--- config.mk ---
export PLATFORM = sky130hd
export DESIGN_NAME = spi_tx_queue
export DESIGN_NICKNAME = d
export VERILOG_FILES = /design/src/rtl/spi_tx_queue.sv
export SDC_FILE = /design/constraint.sdc
export NUM_CORES = 1
export LEC_CHECK = 0
export BUFFER_PORTS_ARGS = -buffer_cell sky130_fd_sc_hd__buf_2
export CAP_MARGIN = 20
export CORE_ASPECT_RATIO = 1.5
export CORE_MARGIN = 5
export CORE_UTILIZATION = 45
export DETAILED_ROUTE_END_ITERATION = 12
export PLACE_DENSITY_LB_ADDON = 0.15
export SLEW_MARGIN = 20
export SYNTH_ARGS = -nofsm -noshare
export SYNTH_HDL_FRONTEND = slang
export SYNTH_SLANG_ARGS = --single-unit
export TNS_END_PERCENT = 100
--- constraint.sdc ---
create_clock -name i_clk -period 3.6 [get_ports i_clk]
set_input_delay 0.9 -clock i_clk [delete_from_list [all_inputs] [get_ports i_clk]]
set_output_delay 0.9 -clock i_clk [all_outputs]
set_load 0.005 [all_outputs]
--- src/rtl/spi_tx_queue.sv ---
// spi_tx_queue: host-side byte FIFO feeding the SPI controller.
// Each entry holds a byte and a "last" flag. The FSM frames entries into
// chip-select-delimited transactions and hands bytes to the controller
// over the o_tx_dv / i_tx_ready handshake.
// Optional status ports (o_level, o_overflow, i_clr_overflow) are built
// when SPI_TX_QUEUE_STATUS_EN is defined.
module spi_tx_queue #(
  parameter int unsigned DEPTH_LOG2    = 4,
  parameter int unsigned CS_SETUP_CLKS = 2,
  parameter int unsigned CS_HOLD_CLKS  = 2
) (
  input  logic                i_clk,
  input  logic                i_reset,
  input  logic                i_wr_en,
  input  logic [7:0]          i_wr_byte,
  input  logic                i_wr_last,
  output logic                o_full,
  output logic                o_empty,
  output logic [7:0]          o_tx_byte,
  output logic                o_tx_dv,
  input  logic                i_tx_ready,
  output logic                o_spi_cs_n,
  output logic                o_busy
`ifdef SPI_TX_QUEUE_STATUS_EN
  ,
  output logic [DEPTH_LOG2:0] o_level,
  output logic                o_overflow,
  input  logic                i_clr_overflow
`endif
);

  localparam int unsigned DEPTH = 1 << DEPTH_LOG2;
  localparam logic [DEPTH_LOG2:0]   FULL_CNT = (DEPTH_LOG2 + 1)'(DEPTH);
  localparam logic [DEPTH_LOG2:0]   CNT_ONE  = (DEPTH_LOG2 + 1)'(1);
  localparam logic [DEPTH_LOG2-1:0] PTR_ONE  = DEPTH_LOG2'(1);

  // Phase counter terminal values; only consulted when the matching
  // parameter is non-zero.
  localparam logic [15:0] SETUP_LAST = 16'(CS_SETUP_CLKS - 1);
  localparam logic [15:0] HOLD_LAST  = 16'(CS_HOLD_CLKS - 1);

  localparam logic [2:0] IDLE  = 3'd0;
  localparam logic [2:0] SETUP = 3'd1;
  localparam logic [2:0] NEXT  = 3'd2;
  localparam logic [2:0] ISSUE = 3'd3;
  localparam logic [2:0] XFER  = 3'd4;
  localparam logic [2:0] HOLD  = 3'd5;

  logic [8:0]            mem [DEPTH];
  logic [DEPTH_LOG2-1:0] wr_ptr;
  logic [DEPTH_LOG2-1:0] rd_ptr;
  logic [DEPTH_LOG2:0]   count;
  logic [DEPTH_LOG2:0]   count_nx;
  logic                  wr_ok;
  logic                  rd_ok;
  logic [8:0]            head;

  logic [2:0]            state;
  logic [2:0]            state_nx;
  logic [15:0]           cnt;
  logic                  seen_low;
  logic                  last_q;

  // o_full is the registered pre-pop flag, so a pop never makes room for
  // a write landing in the same cycle.
  assign wr_ok = i_wr_en && !o_full;
  assign rd_ok = (state == ISSUE);
  assign head  = mem[rd_ptr];

  // Next FIFO occupancy from this cycle's write/pop pair.
  always_comb begin
    count_nx = count;
    if (wr_ok && !rd_ok) begin
      count_nx = count + CNT_ONE;
    end else if (!wr_ok && rd_ok) begin
      count_nx = count - CNT_ONE;
    end
  end

  // Storage array; not reset, pointers alone define the valid contents.
  always_ff @(posedge i_clk) begin
    if (wr_ok) begin
      mem[wr_ptr] <= {i_wr_last, i_wr_byte};
    end
  end

  // FIFO pointers, occupancy and registered full/empty flags.
  always_ff @(posedge i_clk or posedge i_reset) begin
    if (i_reset) begin
      wr_ptr  <= '0;
      rd_ptr  <= '0;
      count   <= '0;
      o_full  <= 1'b0;
      o_empty <= 1'b1;
    end else begin
      if (wr_ok) begin
        wr_ptr <= wr_ptr + PTR_ONE;
      end
      if (rd_ok) begin
        rd_ptr <= rd_ptr + PTR_ONE;
      end
      count   <= count_nx;
      o_full  <= (count_nx == FULL_CNT);
      o_empty <= (count_nx == '0);
    end
  end

  // Transaction sequencing: CS setup, per-byte handshake, CS hold.
  always_comb begin
    state_nx = state;
    case (state)
      IDLE: begin
        if (!o_empty) begin
          state_nx = (CS_SETUP_CLKS == 0) ? NEXT : SETUP;
        end
      end
      SETUP: begin
        if (cnt == SETUP_LAST) begin
          state_nx = NEXT;
        end
      end
      NEXT: begin
        if (!o_empty && i_tx_ready) begin
          state_nx = ISSUE;
        end
      end
      ISSUE: begin
        state_nx = XFER;
      end
      XFER: begin
        // Ready must have dropped once after the pulse so the controller's
        // pre-pulse ready is not mistaken for completion.
        if (seen_low && i_tx_ready) begin
          if (last_q) begin
            state_nx = (CS_HOLD_CLKS == 0) ? IDLE : HOLD;
          end else begin
            state_nx = NEXT;
          end
        end
      end
      HOLD: begin
        if (cnt == HOLD_LAST) begin
          state_nx = IDLE;
        end
      end
      default: begin
        state_nx = IDLE;
      end
    endcase
  end

  // State register plus outputs registered from the upcoming state, so
  // cs_n/busy/dv line up exactly with the state they describe.
  always_ff @(posedge i_clk or posedge i_reset) begin
    if (i_reset) begin
      state      <= IDLE;
      cnt        <= '0;
      seen_low   <= 1'b0;
      last_q     <= 1'b0;
      o_tx_byte  <= '0;
      o_tx_dv    <= 1'b0;
      o_spi_cs_n <= 1'b1;
      o_busy     <= 1'b0;
    end else begin
      state      <= state_nx;
      o_spi_cs_n <= (state_nx == IDLE);
      o_busy     <= (state_nx != IDLE);
      o_tx_dv    <= (state_nx == ISSUE);
      if (state_nx == ISSUE) begin
        o_tx_byte <= head[7:0];
      end

      if (state_nx != state) begin
        cnt <= '0;
      end else if (state == SETUP || state == HOLD) begin
        cnt <= cnt + 16'd1;
      end

      if (state == ISSUE) begin
        last_q   <= head[8];
        seen_low <= 1'b0;
      end else if (state == XFER && !i_tx_ready) begin
        seen_low <= 1'b1;
      end
    end
  end

`ifdef SPI_TX_QUEUE_STATUS_EN
  // Registered occupancy and sticky overflow; a new overflow beats a clear.
  always_ff @(posedge i_clk or posedge i_reset) begin
    if (i_reset) begin
      o_level    <= '0;
      o_overflow <= 1'b0;
    end else begin
      o_level <= count_nx;
      if (i_wr_en && o_full) begin
        o_overflow <= 1'b1;
      end else if (i_clr_overflow) begin
        o_overflow <= 1'b0;
      end
    end
  end
`endif

endmodule

==> results of run 1 <==
## layout make-up
class                      instances  area (µm²)  area share [%]
clock buffer                      18         429            4.87
clock inverter                    14         155            1.76
inverter                          10        37.5           0.426
multi-input combinational        245        2160            24.5
sequential                       191        5500            62.5
tap                              213         267            3.03
timing repair buffer              41         258            2.93
## cell usage in the layout (no fill, tap or decap), types with 3 or more instances in the layout
master and count:
dfrtp_1 44, buf_4 15, a211oi_1 3, mux2_2 8, ha_1 9, clkbuf_16 17
inv_1 9, mux2i_1 4, and2_1 3, inv_6 3, buf_2 25, nand2b_1 6
mux4_2 36, xor2_1 9, nor4_1 4, nor2_1 39, and4_1 3, a22oi_1 12
nand3_1 5, nor3_1 10, xnor2_1 16, nand2_1 25, a21oi_1 6, nor2b_1 9
nand3b_1 4, nand4_1 7, edfxtp_1 144, o21ai_0 6
## report_power, final
part | switching, mW | internal [mW]
clock | 0.828 | 1.04
combinational | 0.906 | 0.846
sequential | 0.305 | 2.72
total | 2.04 | 4.60
## critical path, delay by kind of cell (launching register included)
kind / cells / cell delay [ns]
AOI/OAI and AO/OA: 1 / 0.25
buffers and inverters: 1 / 0.35
DFF: 1 / 1.01
muxes: 2 / 0.60
and+or+nand+nor: 1 / 0.08
## how the worst min path moves through the flow
stage / from / endpoint / slack, ns
6_report: o_tx_byte[2] / o_tx_byte[2] / 0.51
5_1_grt: o_tx_byte[5] / o_tx_byte[5] / 0.54
4_1_cts: o_tx_byte[4] / o_tx_byte[4] / 0.51
3_5_place_dp: o_tx_byte[4] / o_tx_byte[4] / 0.49
3_3_place_gp: o_tx_byte[3] / o_tx_byte[3] / 0.49
2_1_floorplan: seen_low / seen_low / 0.47
## cell families after synthesis
kind of cell,Yosys count
compound gates,37
xor+xnor,25
fa+ha+maj,9
buf+inv,32
flops,191
mux,48
simple gates,126
## sequential cells by signal (all words and copies together), names as in the netlist
signal      cells
o_empty         1
o_spi_cs_n      1
mem           144
o_tx_dv         1
count           5
o_tx_byte       8
state           3
last_q          1
seen_low        1
wr_ptr          4
o_busy          1
rd_ptr          4
cnt            16
o_full          1
## metal layers
layer  part of all wire (%)  up-vias  routed length, µm
met3                    4.4       21                703
met1                     37     2073               5830
li1                       -     1867                  -
met5                      0        -                  0
met2                     57       89               8960
met4                    2.0        0                316
==> results.cfg, run 1 <==
[logic_synthesis]
synth.avg_cell_area_um2 = 16.7
synth-main-ff-cell = edfxtp_1
ys_warn_count = 0
syn_inst = 468
yosysUniqueCellTypes = 46
synth_xor_area_share_pct = 2.80
seq_area_frac_synth_pct = 70.4
synth-simple-area-share_pct = 8.10
synth.most_common_cell = edfxtp_1
synthAdderAreaFrac_pct = 1.44
netlist_area_um2 = 7810
synth_commonest_cells = edfxtp_1, dfrtp_1, nor2_1
synth_top_family_by_area = multiplexers
synthArstFlopShare_pct = 24.6
synth_top_area_share_pct = 55.3
ys_ff_latch = 191
synth_fp_nets = 490
synthMuxAreaShare_pct = 12.0
synth-edff-count = 144
synth_largest_area_cell = edfxtp_1
synth_compound_area_share_pct = 3.22
synthTopCellsByArea = edfxtp_1, dfrtp_1, mux4_2, nor2_1, xnor2_1

[global_routing]
gr-total-overflow = 0
grt_pass1_vias = 4322
busiest_layer = met2
use_met3_pct = 3.45
grt_max_degree = 40
track_usage_pct = 16.8
grt_util_met1_pct = 19.5
grt_pass1_wl_mm = 25.2
use_met2_pct = 30.9
antenna_found_initial = 0

[floorplan]
die_h_um = 171
die_area_um2 = 20200
die_x_um = 118
pin_count = 26
rows = 59
core_area_um2 = 17200
initial_core_util_pct = 45.4

[timing]
whs_ns = 0.507
fin_crit_sh_pct = 66.8
slew_viol_final = 0
finalHoldViolCount = 0
fin_crit_ns = 2.41
clock_skew_ns = 0.00983
setup_tns_ns = 0
slew_headroom_pct = 32.1
tightest_slew_ns = 1.02
worst_slack_ns = 1.19
rsz0062_at_grt = no
fmax_mhz = 416
setup_viol_count_final = 0

[routing]
vias_per_cell = 5.53
post-route-drc-count = 0
via_count = 4050
wl_mm = 15.8
initialDrtViolationCount = 340
ant_nets = 0
dr.pass1.iters = 4
drt-wirelength-per-cell_um = 21.6

[clocking]
clkTransAtPathRegs_ns = 0.07
clockBufferDepth = 2
cts_tree = done
clock_latency_ns = 0.44
cts_repair_resize_count = 0
postCtsSetupBuffers = 0
h-tree-depth = 4
cts.sinks = 191
cts_hold_buffers = 0
cts_buffers = 17
clock-root-buffer = clkbuf_16

[worst_setup_path]
setup.worst_path.end = o_tx_byte[4]
crit_required_ns = 3.93
worstPathMaxFanout = 21
critPathMaxStageDelay_ns = 1.01
path_class = reg2reg
worst-r2r-cell-count = 5
crit_chain = buf_4 > mux4_2 > a22oi_1 > nand2_1 > mux2_2
startpoint_type = flip-flop
end_kind = flip-flop
regToRegSetupSlack_ns = 1.19
slowest_stage = dfrtp_1
reg2reg_from = rd_ptr[2]
regToRegEndpoint = o_tx_byte[4]
arrival_ns = 2.73
cp-startpoint = rd_ptr[2]

[worst_hold_path]
min_delay_path_depth = 1
hp-class = reg2reg

[layout]
fillers = 1430
antenna_cells = 0
area_delta_synth_final_pct = 12.7
layout-drive-gt1-share_pct = 23.3
fin_util_pct = 51.2
final_cells = 732
nets = 528
fin_area_um2 = 8810

[place]
place_congestion = 0.777
pre_cts_ws_ns = 0.893
place_hpwl_mm = 10.8
io_buffer_count = 25
place_area_um2 = 8220
dp.cells = 700

[pwr]
power_density_nw_per_um2 = 754
vdd_drop_max_uv = 418
p_total_mw = 6.64
p_leak_nw = 3.09

[run]
drv_cap = 0

[outcome]
outcome = finished, final reports clean
Power figures use the tool's default switching activity.
==> run 2, diff against run 1 <==
==> constraint.sdc (replaced) <==
create_clock -name i_clk -period 2.45 [get_ports i_clk]
set_input_delay 0.6125 -clock i_clk [delete_from_list [all_inputs] [get_ports i_clk]]
set_output_delay 0.6125 -clock i_clk [all_outputs]
set_load 0.005 [all_outputs]
==> results.cfg, run 2 (synthesis gave the netlist of run 1 again) <==
[global_routing]
track_usage_pct = 16.5
gr-total-overflow = 0
grt_pass1_vias = 4526
grt_max_degree = 48
antenna_found_initial = 0
grt_pass1_wl_mm = 25.2

[clocking]
clock_latency_ns = 0.42
clockBufferDepth = 2
cts_hold_buffers = 0
postCtsSetupBuffers = 0
cts_buffers = 17
clkTransAtPathRegs_ns = 0.07
cts.sinks = 191
cts_tree = done
cts_repair_resize_count = 0
clock-root-buffer = clkbuf_16
h-tree-depth = 4

[place]
place_hpwl_mm = 10.8
io_buffer_count = 25
dp.cells = 727
place_congestion = 0.804
pre_cts_ws_ns = 0.419

[layout]
final_cells = 759
layout_commonest_cell = edfxtp_1
largest_reg_flops = 144
antenna_cells = 0
area_delta_synth_final_pct = 15.7
layout-drive-gt1-share_pct = 27.1
top_register = mem
reg.largest.list = mem x144, cnt x16, o_tx_byte x8
final_cell_mix = edfxtp_1, dfrtp_1, buf_4
nets = 555

[worst_setup_path]
regToRegEndpoint = o_tx_byte[2]
cp-startpoint = rd_ptr[0]
reg2reg_from = rd_ptr[0]
startpoint_type = flip-flop
worst-r2r-cell-count = 5
end_kind = flip-flop
arrival_ns = 2.33
regToRegSetupSlack_ns = 0.43
path_class = reg2reg
worstPathMaxFanout = 8
crit_required_ns = 2.76

[routing]
wl_mm = 15.9
post-route-drc-count = 0
initialDrtViolationCount = 292
via_count = 4218
drt-wirelength-per-cell_um = 20.9
dr.pass1.iters = 4
ant_nets = 0
vias_per_cell = 5.56

[pwr]
vdd_drop_max_uv = 648
p_leak_nw = 3.24
power_density_nw_per_um2 = 1110
p_total_mw = 10.0

[timing]
setup_viol_count_final = 0
slew_viol_final = 0
fin_crit_sh_pct = 82.5
rsz0062_at_grt = no
clock_skew_ns = 0.0102
setup_tns_ns = 0
tightest_slew_ns = 0.682
slew_headroom_pct = 54.6
whs_ns = 0.341
fin_crit_ns = 2.02
worst_slack_ns = 0.430
fmax_mhz = 495
finalHoldViolCount = 0

[floorplan]
die_x_um = 118
initial_core_util_pct = 45.4
pin_count = 26
core_area_um2 = 17200
rows = 59
die_area_um2 = 20200
die_h_um = 171

[worst_hold_path]
hp-class = in2async

[run]
drv_cap = 0

[outcome]
outcome = finished, final reports clean
-- run 2: cell types whose count changed in the layout (fill, tap and decap cells not counted), sizes merged --
cell | previous run | this run
buf | 41 | 68
clkinv | 5 | 4
clkinvlp | 2 | 3
inv | 15 | 16
clkbuf | 18 | 17
-- run 2: worst max-delay path by stage --
stage	to
after floorplan	mem[3][0]
after global placement	mem[3][6]
after detailed placement	o_tx_byte[1]
after CTS	o_tx_byte[2]
after global routing	o_full
final	o_tx_byte[2]
-- run 2: through the flow --
stage,utilization (%),area (µm²)
3_5_place_dp,49.1,8440
5_1_grt,52.6,9040
6_report,52.6,9040
2_1_floorplan,-,7810
3_3_place_gp,49.1,8440
4_1_cts,52.6,9040
-- run 2: critical path, stage by stage (launching register included) --
cell	delay [ns]
dfrtp_2	0.50
buf_4	0.27
mux4_2	0.55
a22oi_1	0.22
nand2_1	0.10
mux2_2	0.27
-- run 2: layer usage --
metal	vias to the layer above	routed length, µm	track usage, %
li1	1925	-	-
met5	-	0	0
met4	0	346	6.59
met1	2202	6470	19.3
met2	69	8630	30.3
met3	22	444	2.99
-- run 2: layout make-up --
| type | instances | area, µm² |
|---|---|---|
| clock buffer | 17 | 425 |
| clock inverter | 15 | 180 |
| fill | 1424 | 8160 |
| inverter | 10 | 37.5 |
| multi-input combinational | 245 | 2160 |
| sequential | 191 | 5500 |
| tap | 213 | 267 |
| timing repair buffer | 68 | 473 |
-- run 2: where the power goes --
| part | leakage [nW] | switching (mW) | internal (mW) |
|---|---|---|---|
| registers | 1.90 | 0.382 | 3.99 |
| clock network | 0.287 | 1.26 | 1.55 |
| logic | 1.05 | 1.45 | 1.38 |
==> run 3, diff against run 2 <==
==> constraint.sdc (replaced) <==
create_clock -name i_clk -period 2.1 [get_ports i_clk]
set_input_delay 0.525 -clock i_clk [delete_from_list [all_inputs] [get_ports i_clk]]
set_output_delay 0.525 -clock i_clk [all_outputs]
set_load 0.005 [all_outputs]
==> results.cfg, run 3 (synthesis gave the netlist of run 1 again) <==
[layout]
multi_input_comb_area_um2 = 2200
top_register = mem
layout-drive-gt1-share_pct = 28.9
fin_area_um2 = 9110
regArea_um2 = 5510
fillers = 1395
layout_commonest_cell = edfxtp_1
final_cell_mix = edfxtp_1, dfrtp_1, nor2_1, buf_4, mux4_2
largest_reg_flops = 144
area_delta_synth_final_pct = 16.6
reg.largest.list = mem x144, cnt x16, o_tx_byte x8
nets = 555
antenna_cells = 0

[clocking]
cts.sinks = 191
clockBufferDepth = 2
cts_tree = done
clock_latency_ns = 0.43
clock-root-buffer = clkbuf_16
h-tree-depth = 4
clkTransAtPathRegs_ns = 0.07
cts_buffers = 17
cts_hold_buffers = 0

[routing]
via_count = 4196
wl_mm = 16.5
post-route-drc-count = 0
ant_nets = 0
initialDrtViolationCount = 370
drt-wirelength-per-cell_um = 21.8
dr.pass1.iters = 4
vias_per_cell = 5.53

[timing]
clock_skew_ns = 0.0130
fin_crit_ns = 1.98
whs_ns = 0.0811
fin_crit_sh_pct = 94.2
slew_viol_final = 0
setup_viol_count_final = 0
rsz0062_at_grt = no
fmax_mhz = 506
finalHoldViolCount = 0
slew_headroom_pct = 61.1
tightest_slew_ns = 0.581

[place]
io_buffer_count = 25
place_congestion = 0.760
place_hpwl_mm = 11.3
place_area_um2 = 8480

[worst_setup_path]
startpoint_type = flip-flop
end_kind = flip-flop
critPathMaxStageDelay_ns = 0.52
slowest_stage = mux4_2
arrival_ns = 2.28
crit_required_ns = 2.41
crit_chain = buf_12 > mux4_2 > a22oi_1 > nand2_1 > mux2_2
crit_family = multiplexers
critPathBufInv = 1
path_class = reg2reg
worstPathMaxFanout = 16

[pwr]
p_comb_share_pct = 30.0
switching_share_pct = 31.0
power_density_nw_per_um2 = 1300
vdd_drop_max_uv = 699
p_seq_share_pct = 42.7
intPower_mw = 8.19
clockPowerShare_pct = 27.3
p_leak_nw = 3.25
switchingPower_mw = 3.69

[floorplan]
initial_core_util_pct = 45.4
die_area_um2 = 20200
die_h_um = 171
rows = 59
pin_count = 26
die_x_um = 118
core_area_um2 = 17200

[global_routing]
track_usage_pct = 17.2
grt_pass1_vias = 4521
gr-total-overflow = 0
grt_pass1_wl_mm = 25.8
antenna_found_initial = 0
grt_max_degree = 33

[worst_hold_path]
hp-class = in2async

[outcome]
outcome = finished, final reports clean

[run]
drv_cap = 0
## run 3: changes by cell type in the layout (fill, tap and decap cells not counted), moves of 2 or more
cell and delta:
nor3_1 -4, nor3_2 +4, inv_6 +3, a22oi_1 -2
a22oi_2 +2, buf_12 +2, buf_4 -2, inv_8 -2
## run 3: final cells by class
cell class	instances	share of cell area (%)
Timing Repair Buffer	68	5.47
Clock buffer	18	4.71
Inverter	10	0.412
Tap cell	213	2.93
Multi-Input combinational cell	245	24.2
Sequential cell	191	60.4
Clock inverter	14	1.90
## run 3: per-layer routing
metal | routed length, µm | vias to the layer above | GRT usage [%]
met5 | 0 | - | 0
met4 | 382 | 0 | 6.09
met3 | 493 | 27 | 3.75
met2 | 9340 | 74 | 32.6
met1 | 6330 | 2179 | 18.9
li1 | - | 1916 | -
## run 3: stage by stage
step	setup TNS (ns)	power, mW	setup slack (ns)	utilization [%]	std cells
2_1_floorplan	0	7.39	0.0561	-	468
3_3_place_gp	-0.0135	8.63	-0.0135	49.3	726
3_5_place_dp	0	8.72	0.0182	49.3	726
4_1_cts	0	12.0	0.0000233	52.8	758
5_1_grt	0	12.5	0.00388	53.0	759
6_report	0	11.9	0.122	53.0	759
## run 3: power groups by stage
stage | Clock (mW) | Combinational, mW | Sequential (mW)
2_1_floorplan | 0 | 2.45 | 4.94
3_3_place_gp | 0 | 3.50 | 5.12
3_5_place_dp | 0 | 3.57 | 5.15
4_1_cts | 3.32 | 3.59 | 5.07
5_1_grt | 3.47 | 3.91 | 5.14
6_report | 3.25 | 3.56 | 5.07
## run 3: path summary, 6_finish.rpt
check	start	end	slack, ns	cells after the start
setup / recovery	rd_ptr[0]	o_tx_byte[2]	0.12	5
hold / removal	i_reset	o_tx_dv	0.08	2
setup reg to reg	rd_ptr[0]	o_tx_byte[2]	0.12	5
hold reg to reg	o_tx_byte[4]	o_tx_byte[4]	0.52	1
max in group asynchronous	i_reset	o_empty	1.42	3
min in group i_clk	i_wr_byte[4]	mem[3][4]	0.48	1
## run 3: repair_timing
item                                    4_1_cts  5_1_grt
resized for setup                             0        6
buffers inserted                              0        1
endpoints found under the hold margin         0        0
endpoints found under the setup margin        0        7
